## config.mk

```make
export PLATFORM = sky130hd
export DESIGN_NAME = vram_arbiter
export DESIGN_NICKNAME = d
export VERILOG_FILES = /design/src/rtl/vram_arbiter.sv
export SDC_FILE = /design/constraint.sdc
export NUM_CORES = 1
export LEC_CHECK = 0
export BUFFER_PORTS_ARGS = -buffer_cell sky130_fd_sc_hd__buf_4
export CAP_MARGIN = 40
export CELL_PAD_IN_SITES_DETAIL_PLACEMENT = 1
export CELL_PAD_IN_SITES_GLOBAL_PLACEMENT = 2
export CORE_UTILIZATION = 25
export CTS_BUF_LIST = sky130_fd_sc_hd__clkbuf_8
export DETAILED_ROUTE_END_ITERATION = 8
export PLACE_DENSITY = 0.91
export RECOVER_POWER = 50
export SLEW_MARGIN = 10
export SYNTH_ARGS = -nofsm -noshare
export SYNTH_HDL_FRONTEND = slang
export SYNTH_SLANG_ARGS = --single-unit
```

## constraint.sdc

```tcl
create_clock -name clk_25mhz -period 2.1 [get_ports clk_25mhz]
set_clock_uncertainty 0.2 [all_clocks]
set_input_delay 0.105 -clock clk_25mhz [delete_from_list [all_inputs] [get_ports clk_25mhz]]
set_output_delay 0.105 -clock clk_25mhz [all_outputs]
set_load 0.02 [all_outputs]
```

## src/rtl/vram_arbiter.sv

```systemverilog
// vram_arbiter: shares one single-port VRAM between the VGA scan-out reader
// and two round-robin writers (wr0 tile painter, wr1 sprite painter).
// Display owns the port whenever disp_active is high; writers use blanking.
// Optional feature: define VRAM_ARB_STALL_CNT_EN to add the stall_cnt output
// (per-line count of edges where a writer request went ungranted).
module vram_arbiter #(
    parameter int unsigned ADDR_W = 19,
    parameter int unsigned DATA_W = 12,
    parameter int unsigned DEPTH  = 307200
) (
    input  logic              clk_25mhz,
    input  logic              Rst_n,
    input  logic              disp_active,
    input  logic [ADDR_W-1:0] disp_addr,
    input  logic              wr0_req,
    input  logic [ADDR_W-1:0] wr0_addr,
    input  logic [DATA_W-1:0] wr0_data,
    output logic              wr0_ack,
    input  logic              wr1_req,
    input  logic [ADDR_W-1:0] wr1_addr,
    input  logic [DATA_W-1:0] wr1_data,
    output logic              wr1_ack,
    output logic              wr_err,
    output logic [ADDR_W-1:0] vram_addr,
    output logic              vram_we,
    output logic [DATA_W-1:0] vram_din
`ifdef VRAM_ARB_STALL_CNT_EN
    ,
    output logic [15:0]       stall_cnt
`endif
);

    localparam int unsigned STALL_W = 16;

    typedef enum logic [1:0] {
        ST_IDLE = 2'd0,
        ST_DISP = 2'd1,
        ST_WR0  = 2'd2,
        ST_WR1  = 2'd3
    } state_t;

    state_t            r_state;
    state_t            w_next_state;
    logic              r_rr_ptr;
    logic              r_ack0;
    logic              r_ack1;
    logic              r_err;
    logic              r_we;
    logic [ADDR_W-1:0] r_addr;
    logic [DATA_W-1:0] r_din;

    logic              w_elig0;
    logic              w_elig1;
    logic              w_rr_nxt;
    logic              w_ack0_nxt;
    logic              w_ack1_nxt;
    logic              w_err_nxt;
    logic              w_we_nxt;
    logic [ADDR_W-1:0] w_addr_nxt;
    logic [DATA_W-1:0] w_din_nxt;

    // A writer whose ack is currently high is retiring its beat; mask it so the
    // same beat is never written twice. Registered owner WRn equals wrN_ack=1.
    assign w_elig0 = wr0_req && (r_state != ST_WR0);
    assign w_elig1 = wr1_req && (r_state != ST_WR1);

    // Owner register
    always_ff @(posedge clk_25mhz or negedge Rst_n) begin
        if (!Rst_n) begin
            r_state <= ST_IDLE;
        end else begin
            r_state <= w_next_state;
        end
    end

    // Next owner: display first, then round-robin among eligible writers
    always_comb begin
        w_next_state = ST_IDLE;
        if (disp_active) begin
            w_next_state = ST_DISP;
        end else if (w_elig0 && w_elig1) begin
            w_next_state = r_rr_ptr ? ST_WR1 : ST_WR0;
        end else if (w_elig0) begin
            w_next_state = ST_WR0;
        end else if (w_elig1) begin
            w_next_state = ST_WR1;
        end
    end

    // Next values of the registered VRAM-side outputs for the chosen owner
    always_comb begin
        w_addr_nxt = r_addr;
        w_din_nxt  = r_din;
        w_we_nxt   = 1'b0;
        w_ack0_nxt = 1'b0;
        w_ack1_nxt = 1'b0;
        w_err_nxt  = 1'b0;
        w_rr_nxt   = r_rr_ptr;
        case (w_next_state)
            ST_DISP: begin
                w_addr_nxt = disp_addr;
            end
            ST_WR0: begin
                w_addr_nxt = wr0_addr;
                w_din_nxt  = wr0_data;
                w_ack0_nxt = 1'b1;
                w_we_nxt   = (wr0_addr <  ADDR_W'(DEPTH));
                w_err_nxt  = (wr0_addr >= ADDR_W'(DEPTH));
                w_rr_nxt   = 1'b1;
            end
            ST_WR1: begin
                w_addr_nxt = wr1_addr;
                w_din_nxt  = wr1_data;
                w_ack1_nxt = 1'b1;
                w_we_nxt   = (wr1_addr <  ADDR_W'(DEPTH));
                w_err_nxt  = (wr1_addr >= ADDR_W'(DEPTH));
                w_rr_nxt   = 1'b0;
            end
            default: begin
            end
        endcase
    end

    // Output and round-robin pointer registers
    always_ff @(posedge clk_25mhz or negedge Rst_n) begin
        if (!Rst_n) begin
            r_addr   <= '0;
            r_din    <= '0;
            r_we     <= 1'b0;
            r_ack0   <= 1'b0;
            r_ack1   <= 1'b0;
            r_err    <= 1'b0;
            r_rr_ptr <= 1'b0;
        end else begin
            r_addr   <= w_addr_nxt;
            r_din    <= w_din_nxt;
            r_we     <= w_we_nxt;
            r_ack0   <= w_ack0_nxt;
            r_ack1   <= w_ack1_nxt;
            r_err    <= w_err_nxt;
            r_rr_ptr <= w_rr_nxt;
        end
    end

    assign vram_addr = r_addr;
    assign vram_din  = r_din;
    assign vram_we   = r_we;
    assign wr0_ack   = r_ack0;
    assign wr1_ack   = r_ack1;
    assign wr_err    = r_err;

`ifdef VRAM_ARB_STALL_CNT_EN
    logic [STALL_W-1:0] r_stall_cnt;
    logic               w_stall;
    logic               w_disp_rise;

    assign w_stall     = (wr0_req && (w_next_state != ST_WR0)) ||
                         (wr1_req && (w_next_state != ST_WR1));
    // Owner was not DISP last edge, so a high disp_active now is a rising edge
    assign w_disp_rise = disp_active && (r_state != ST_DISP);

    // Per-line stall counter: restarts on display rise, saturates at all-ones
    always_ff @(posedge clk_25mhz or negedge Rst_n) begin
        if (!Rst_n) begin
            r_stall_cnt <= '0;
        end else if (w_disp_rise) begin
            r_stall_cnt <= STALL_W'(w_stall);
        end else if (w_stall && (r_stall_cnt != {STALL_W{1'b1}})) begin
            r_stall_cnt <= r_stall_cnt + STALL_W'(1);
        end
    end

    assign stall_cnt = r_stall_cnt;
`endif

endmodule

```

==> results by group, run 1 <==
Power and ir drop
  • Leakage power: 1.70 nW
  • Peak supply drop: 0.258 mV
  • Power Density: 584 nW/um^2

STA
  • F_max: 0.493 GHz
  • RSZ-0062 raised after global routing: false
  • Final Max Tran Viols: 0
  • Min Tclk post-route: slightly above 2000 ps
  • Max-slew headroom: 0.344
  • Final hold slack: 99.0 ps
  • Final WS setup: 73.1 ps
  • Setup total negative slack: 0 ps
  • Setup Viol. Count Final: 0
  • Fin crit share: 0.965
  • Slew @ Worst Pin: 984 ps
  • Final hold violations: 0

Floorplanning
  • Die height: 92.6 um
  • Die Area: 8580 um^2
  • Die X: around 93 um
  • Starting Density: 0.262
  • I/O pin count: 121
  • Core area: 7850 um^2
  • Site Rows: 32

Yosys
  • Synth cell types: 32
  • Mapped Nets: between 200 and 300
  • Main synth FF type: dfrtp_1
  • Post-synthesis cell area: about 2100 um^2
  • Post-synth EDFFs: 0
  • Synthesized area per cell: 10.2 um^2
  • Async SR Flop Fraction: 1.00
  • Mapped Cells: 201
  • Seq cells post-synth: 38
  • Register area share after synthesis: 0.463
  • Synth warnings: 0

Detailed routing
  • Post-DR wirelength/cell: 19.2 um
  • DRC: 0
  • ANT nets after route: 0
  • Final WL: ~9700 um
  • Vias: 2534
  • Iter 0 DRT Violations: ~120
  • DRT Pass-1 Iters: 4
  • DR vias/cell: 5.04

Clock network
  • Reg clk slew, reported paths: approximately 80 ps
  • CTS buffer count: 5
  • Root Buffer: clkbuf_8
  • H-tree Lvls: 2
  • CTS max path bufs: 2
  • Clock sinks: 38
  • Worst-Skew Late Latency: 300 ps
  • CTS tree: built

Cells and area
  • Area Growth Syn to Fin: 89.6%
  • Final core occ: 0.496
  • Total Nets Final: about 490
  • Share of cells above drive strength 1: 0.338

Place
  • DP HPWL: 5520 um
  • DP Worst Slack: 152 ps
  • Number of buffers added on ports: 120
  • Placer Congestion: 0.818

Worst setup path
  • CP delay by family, top: simple AND/OR/NAND/NOR gates
  • Setup CP Type: reg2reg
  • CP Max Fanout: 8
  • Slowest stage cell on the critical path: nand3b_1
  • CP Buf/Inv Count: 0
  • Worst endpoint required time: 2080 ps
  • CP max stage delay: 480 ps
  • Type of origin of the critical path: flip-flop
  • CP endpoint kind: flip-flop
  • CP Cell Sequence: nor3b_1 -> nand3b_1 -> mux2i_1 -> o21ai_0
  • Reg2Reg Setup Slack: ~73 ps
  • Data arrival, critical path: 2000 ps

Global routing
  • Initial antenna violation count: 1
  • First-pass GRT wire length: about 15000 um
  • Grt total ovfl: 0
  • Largest net degree at the start of global routing: 39
  • Number of global-route vias before repair: 2940
  • Gr usage total: 0.233

Worst hold path
  • Type of the worst min-delay path: in2reg

Run
  • Max-cap violations: 0

Status
  • Outcome: finished clean
cells in the mapped netlist, types with 2 or more instances:
master / count / area [um^2]
dfrtp_1: 38 / 951
o21ai_0: 29 / 145
a211oi_1: 19 / 143
nand2_1: 13 / 48.8
a22oi_2: 11 / 138
a31oi_1: 11 / 68.8
nor2b_1: 10 / 62.6
buf_2: 7 / 35.0
clkbuf_1: 7 / 26.3
a22oi_1: 6 / 45.0
a311oi_1: 6 / 52.6
inv_1: 6 / 22.5
mux2i_1: 6 / 60.1
a21oi_1: 5 / 25.0
a21o_1: 3 / 22.5
nand2b_1: 3 / 18.8
a222oi_1: 2 / 20.0
and3b_1: 2 / 17.5
nand2b_2: 2 / 17.5
nand3b_1: 2 / 15.0
o31ai_1: 2 / 15.0
cell usage in the layout, fill, tap and decap left out, types with 2 or more instances in the layout:
cell type      instances
nor2b_1               10
nand3b_1               2
a22oi_1                6
mux2i_1                6
a21oi_1                5
nand2b_2               2
inv_1                  7
and3b_1                2
a31oi_1               11
clkbuf_8               6
dfrtp_1               38
a22oi_2               11
clkbuf_1              17
a211oi_1              19
nand2_1               13
buf_4                108
a311oi_1               6
dlygate4sd3_1         82
a222oi_1               2
o21ai_0               29
nand2b_1               3
a21o_1                 3
routing by layer:
layer / up-vias / global-route usage / part of all wire / wire [um]
li1: 1161 / - / - / -
met1: 1233 / 0.260 / 0.39 / 3750
met2: 114 / 0.437 / 0.53 / 5160
met3: 26 / 0.0476 / 0.050 / 486
met4: 0 / 0.0782 / 0.028 / 268
met5: - / 0 / 0 / 0
power breakdown:
group / switching (mW) / leakage (nW) / internal (mW)
registers: 0.0635 / 0.457 / 0.837
clock network: 0.274 / 0.0524 / 0.260
logic: 0.437 / 1.19 / 0.402
worst min-delay path, stage by stage:
cell	delay [ps]
buf_4	130
nand2b_1	70
or3b_4	160
o32ai_1	80
state kept, by name, indices dropped and copies added (netlist names):
| name | cells |
|---|---|
| vram_addr | 19 |
| vram_din | 12 |
| r_state | 2 |
| r_rr_ptr | 1 |
| vram_we | 1 |
| wr0_ack | 1 |
| wr1_ack | 1 |
| wr_err | 1 |
timing repair:
| item | CTS | global route |
|---|---|---|
| gates resized for setup | 0 | 4 |
| buffers inserted | 0 | 0 |
| hold buffers | 82 | 0 |
| hold endpoints to repair | 71 | 0 |
| endpoints found under the setup margin | 0 | 8 |
cell families after synthesis:
kind of cell / share of synthesized area
flops: 0.463
simple gates: 0.103
buf+inv: 0.0676
mux: 0.0293
compound gates: 0.337
area by class of cell:
| class | instances | area, um^2 |
|---|---|---|
| Clock buffer | 6 | 82.6 |
| Tap cell | 102 | 128 |
| Inverter | 8 | 37.5 |
| Clock inverter | 2 | 8.76 |
| Timing Repair Buffer | 209 | 1710 |
| Fill cell | 909 | 3950 |
| Sequential cell | 38 | 951 |
| Multi-Input combinational cell | 137 | 972 |
| Antenna cell | 1 | 2.50 |
per-stage QoR:
stage	instance area, um^2	total power, mW	instances
6_report	3890	2.27	503
2_1_floorplan	2050	1.26	201
3_3_place_gp	3030	1.62	412
5_1_grt	3890	2.39	503
4_1_cts	3940	2.30	502
3_5_place_dp	3030	1.64	412
path summary, 6_finish.rpt:
path | end | from | depth (start not counted)
worst max register to register | vram_din[0] | r_rr_ptr | 4
max in group asynchronous | vram_addr[0] | Rst_n | 2
min in group asynchronous | vram_addr[12] | Rst_n | 2
worst max-delay path | vram_din[0] | r_rr_ptr | 4
worst min-delay path | wr_err | wr0_req | 4
worst min register to register | vram_din[9] | vram_din[9] | 2
No activity file was read; power rests on OpenSTA's default activity.
==> run 2, diff against run 1 <==
--- a/config.mk
+++ b/config.mk
@@ -12,7 +12,7 @@
 export CORE_UTILIZATION = 25
 export CTS_BUF_LIST = sky130_fd_sc_hd__clkbuf_8
 export DETAILED_ROUTE_END_ITERATION = 8
-export PLACE_DENSITY = 0.91
+export PLACE_DENSITY_LB_ADDON = 0.08
 export RECOVER_POWER = 50
 export SLEW_MARGIN = 10
 export SYNTH_ARGS = -nofsm -noshare
==> run 2 against run 1 <==
Net effect: maximum frequency is 4.6% higher; die area unchanged; global-route usage decreased by 2.9 points; first-iteration DRC count is 52% lower.
==> results by group, run 2 (synthesis results as in run 1) <==
STA
  • Final hold violations: 0 (unchanged)
  • Setup total negative slack: 0 ps (unchanged)
  • Fin crit share: 0.922 (-0.0428)
  • Setup Viol. Count Final: 0 (unchanged)
  • Final Max Tran Viols: 0 (unchanged)
  • Max-slew headroom: 0.318 (-0.0261)
  • Min Tclk post-route: 1940 ps (-89.9 ps)
  • Slew @ Worst Pin: 1020 ps (+39.2 ps)
  • F_max: 0.516 GHz (+4.6%)
  • RSZ-0062 raised after global routing: false

Global routing
  • Grt total ovfl: 0 (unchanged)
  • Largest net degree at the start of global routing: 39 (unchanged)
  • First-pass GRT wire length: 13600 um (-11%)
  • Gr usage total: 0.204 (-0.0291)
  • Initial antenna violation count: 0 (-1)
  • Number of global-route vias before repair: 2762 (-6.1%)

Floorplanning
  • Site Rows: 32 (unchanged)
  • I/O pin count: 121 (unchanged)
  • Die Area: 8580 um^2 (unchanged)
  • Die X: 92.6 um (unchanged)
  • Die height: 92.6 um (unchanged)
  • Core area: 7850 um^2 (unchanged)
  • Starting Density: 0.262 (unchanged)

Power and ir drop
  • Sequential share of power: 0.402 (+0.006)
  • Sw Ratio: 0.333 (-0.00772)
  • Sw Pwr: 0.747 mW (-3.6%)
  • Clk pwr share: 0.238 (+0.003)
  • Leakage power: 1.70 nW (-0.25%)
  • Internal Pwr Total: 1.50 mW (-0.21%)
  • Power Density: 579 nW/um^2 (-0.86%)
  • Peak supply drop: 0.278 mV (+7.8%)
  • Comb pwr share: 0.360 (-0.009)

Detailed routing
  • DR vias/cell: 4.93 (-2.2%)
  • Iter 0 DRT Violations: 59 (-52%)
  • DRC: 0 (unchanged)
  • Final WL: 8490 um (-12%)
  • DRT Pass-1 Iters: 6 (+2)
  • ANT nets after route: 0 (unchanged)
  • Vias: 2473 (-2.4%)
  • Post-DR wirelength/cell: 16.9 um (-12%)

Clock network
  • Worst-Skew Late Latency: 290 ps (about the same)
  • CTS tree: built
  • CTS max path bufs: 2 (unchanged)
  • Clock sinks: 38 (unchanged)
  • Root Buffer: clkbuf_8
  • CTS buffer count: 5 (unchanged)
  • Post-CTS Setup Repair Bufs: 0 (unchanged)
  • H-tree Lvls: 2 (unchanged)
  • Reg clk slew, reported paths: 80 ps (about the same)

Worst setup path
  • CP Max Fanout: 32 (+24)
  • CP Cell Sequence: dlygate4sd3_1 -> buf_4 -> buf_4 -> nand2b_2 -> nand2b_2 -> inv_2 -> a311oi_1
  • Worst endpoint required time: 2060 ps (-20 ps)
  • Data arrival, critical path: 1900 ps (-100 ps)
  • Setup CP Type: in2reg
  • Type of origin of the critical path: primary input
  • Slowest stage cell on the critical path: dlygate4sd3_1
  • CP endpoint kind: flip-flop
  • CP max stage delay: 530 ps (+50 ps)

Cells and area
  • Most frequent cells in the layout: 110 x buf_4, 81 x dlygate4sd3_1, 38 x dfrtp_1
  • Final core occ: 0.494 (-0.00255)
  • Most common cell after layout, fill and taps aside: buf_4
  • Max reg flops: 19 (unchanged)
  • Total Nets Final: 485 (unchanged)
  • Fillers: 907 (-0.22%)
  • Share of cells above drive strength 1: 0.338 (unchanged)
  • # diodes: 0 (-1)
  • Area Growth Syn to Fin: 88.7%

Worst hold path
  • Type of the worst min-delay path: in2reg

Run
  • Max-cap violations: 0 (unchanged)

Place
  • Number of buffers added on ports: 120 (unchanged)
  • Placer Congestion: 0.722 (-12%)
  • DP HPWL: 5340 um (-3.2%)

Status
  • Outcome: finished clean
run 2: through the flow:
step | hold slack, ps | instances | power [mW] | instance area [um^2] | setup WS [ps]
after floorplan | -391 | 201 | 1.26 | 2050 | 458
after global placement | -81.3 | 413 | 1.64 | 3040 | 235
after detailed placement | -78.2 | 413 | 1.64 | 3040 | 202
after CTS | 44.9 | 502 | 2.30 | 3940 | 138
after global routing | 64.8 | 502 | 2.36 | 3870 | 28.1
final | 54.2 | 502 | 2.24 | 3870 | 163
run 2: power by group through the flow:
stage / Combinational [mW] / Clock [mW] / Sequential [mW]
after detailed placement: 0.726 / 0 / 0.916
after global placement: 0.722 / 0 / 0.916
final: 0.807 / 0.534 / 0.901
after floorplan: 0.230 / 0 / 1.03
after global routing: 0.868 / 0.578 / 0.916
after CTS: 0.848 / 0.553 / 0.903
run 2: critical path: cells and delay by family:
kind	cells	cell delay, ps
compound gates	1	130
buf+inv	4	1170
simple gates	2	480
run 2: cell type report:
cell class	count	area, um^2	area share
Clock buffer	6	82.6	0.0213
Clock inverter	2	8.76	0.00226
Inverter	8	35.0	0.00904
Multi-Input combinational cell	137	963	0.249
Sequential cell	38	951	0.245
Tap cell	102	128	0.0329
Timing Repair Buffer	209	1710	0.440
run 2: layer usage:
| layer | GRT usage | share of wire |
|---|---|---|
| met5 | 0 | 0 |
| met4 | 0.0436 | 0.0093 |
| met3 | 0.0369 | 0.047 |
| met2 | 0.374 | 0.51 |
| met1 | 0.247 | 0.43 |
run 2: final timing paths:
check,to,cells past startpoint,slack [ps],start
setup / recovery,vram_addr[13],7,160,disp_active
setup reg to reg,vram_addr[12],4,190,r_state[1]
hold reg to reg,vram_din[8],2,320,vram_din[8]
hold / removal,wr_err,4,50,wr0_req
max in group asynchronous,vram_din[11],2,750,Rst_n
min in group asynchronous,vram_addr[14],2,320,Rst_n
run 2: what timing repair did:
item,CTS,global route
hold buffers,81,0
resized for setup,0,0
hold endpoints to repair,71,0
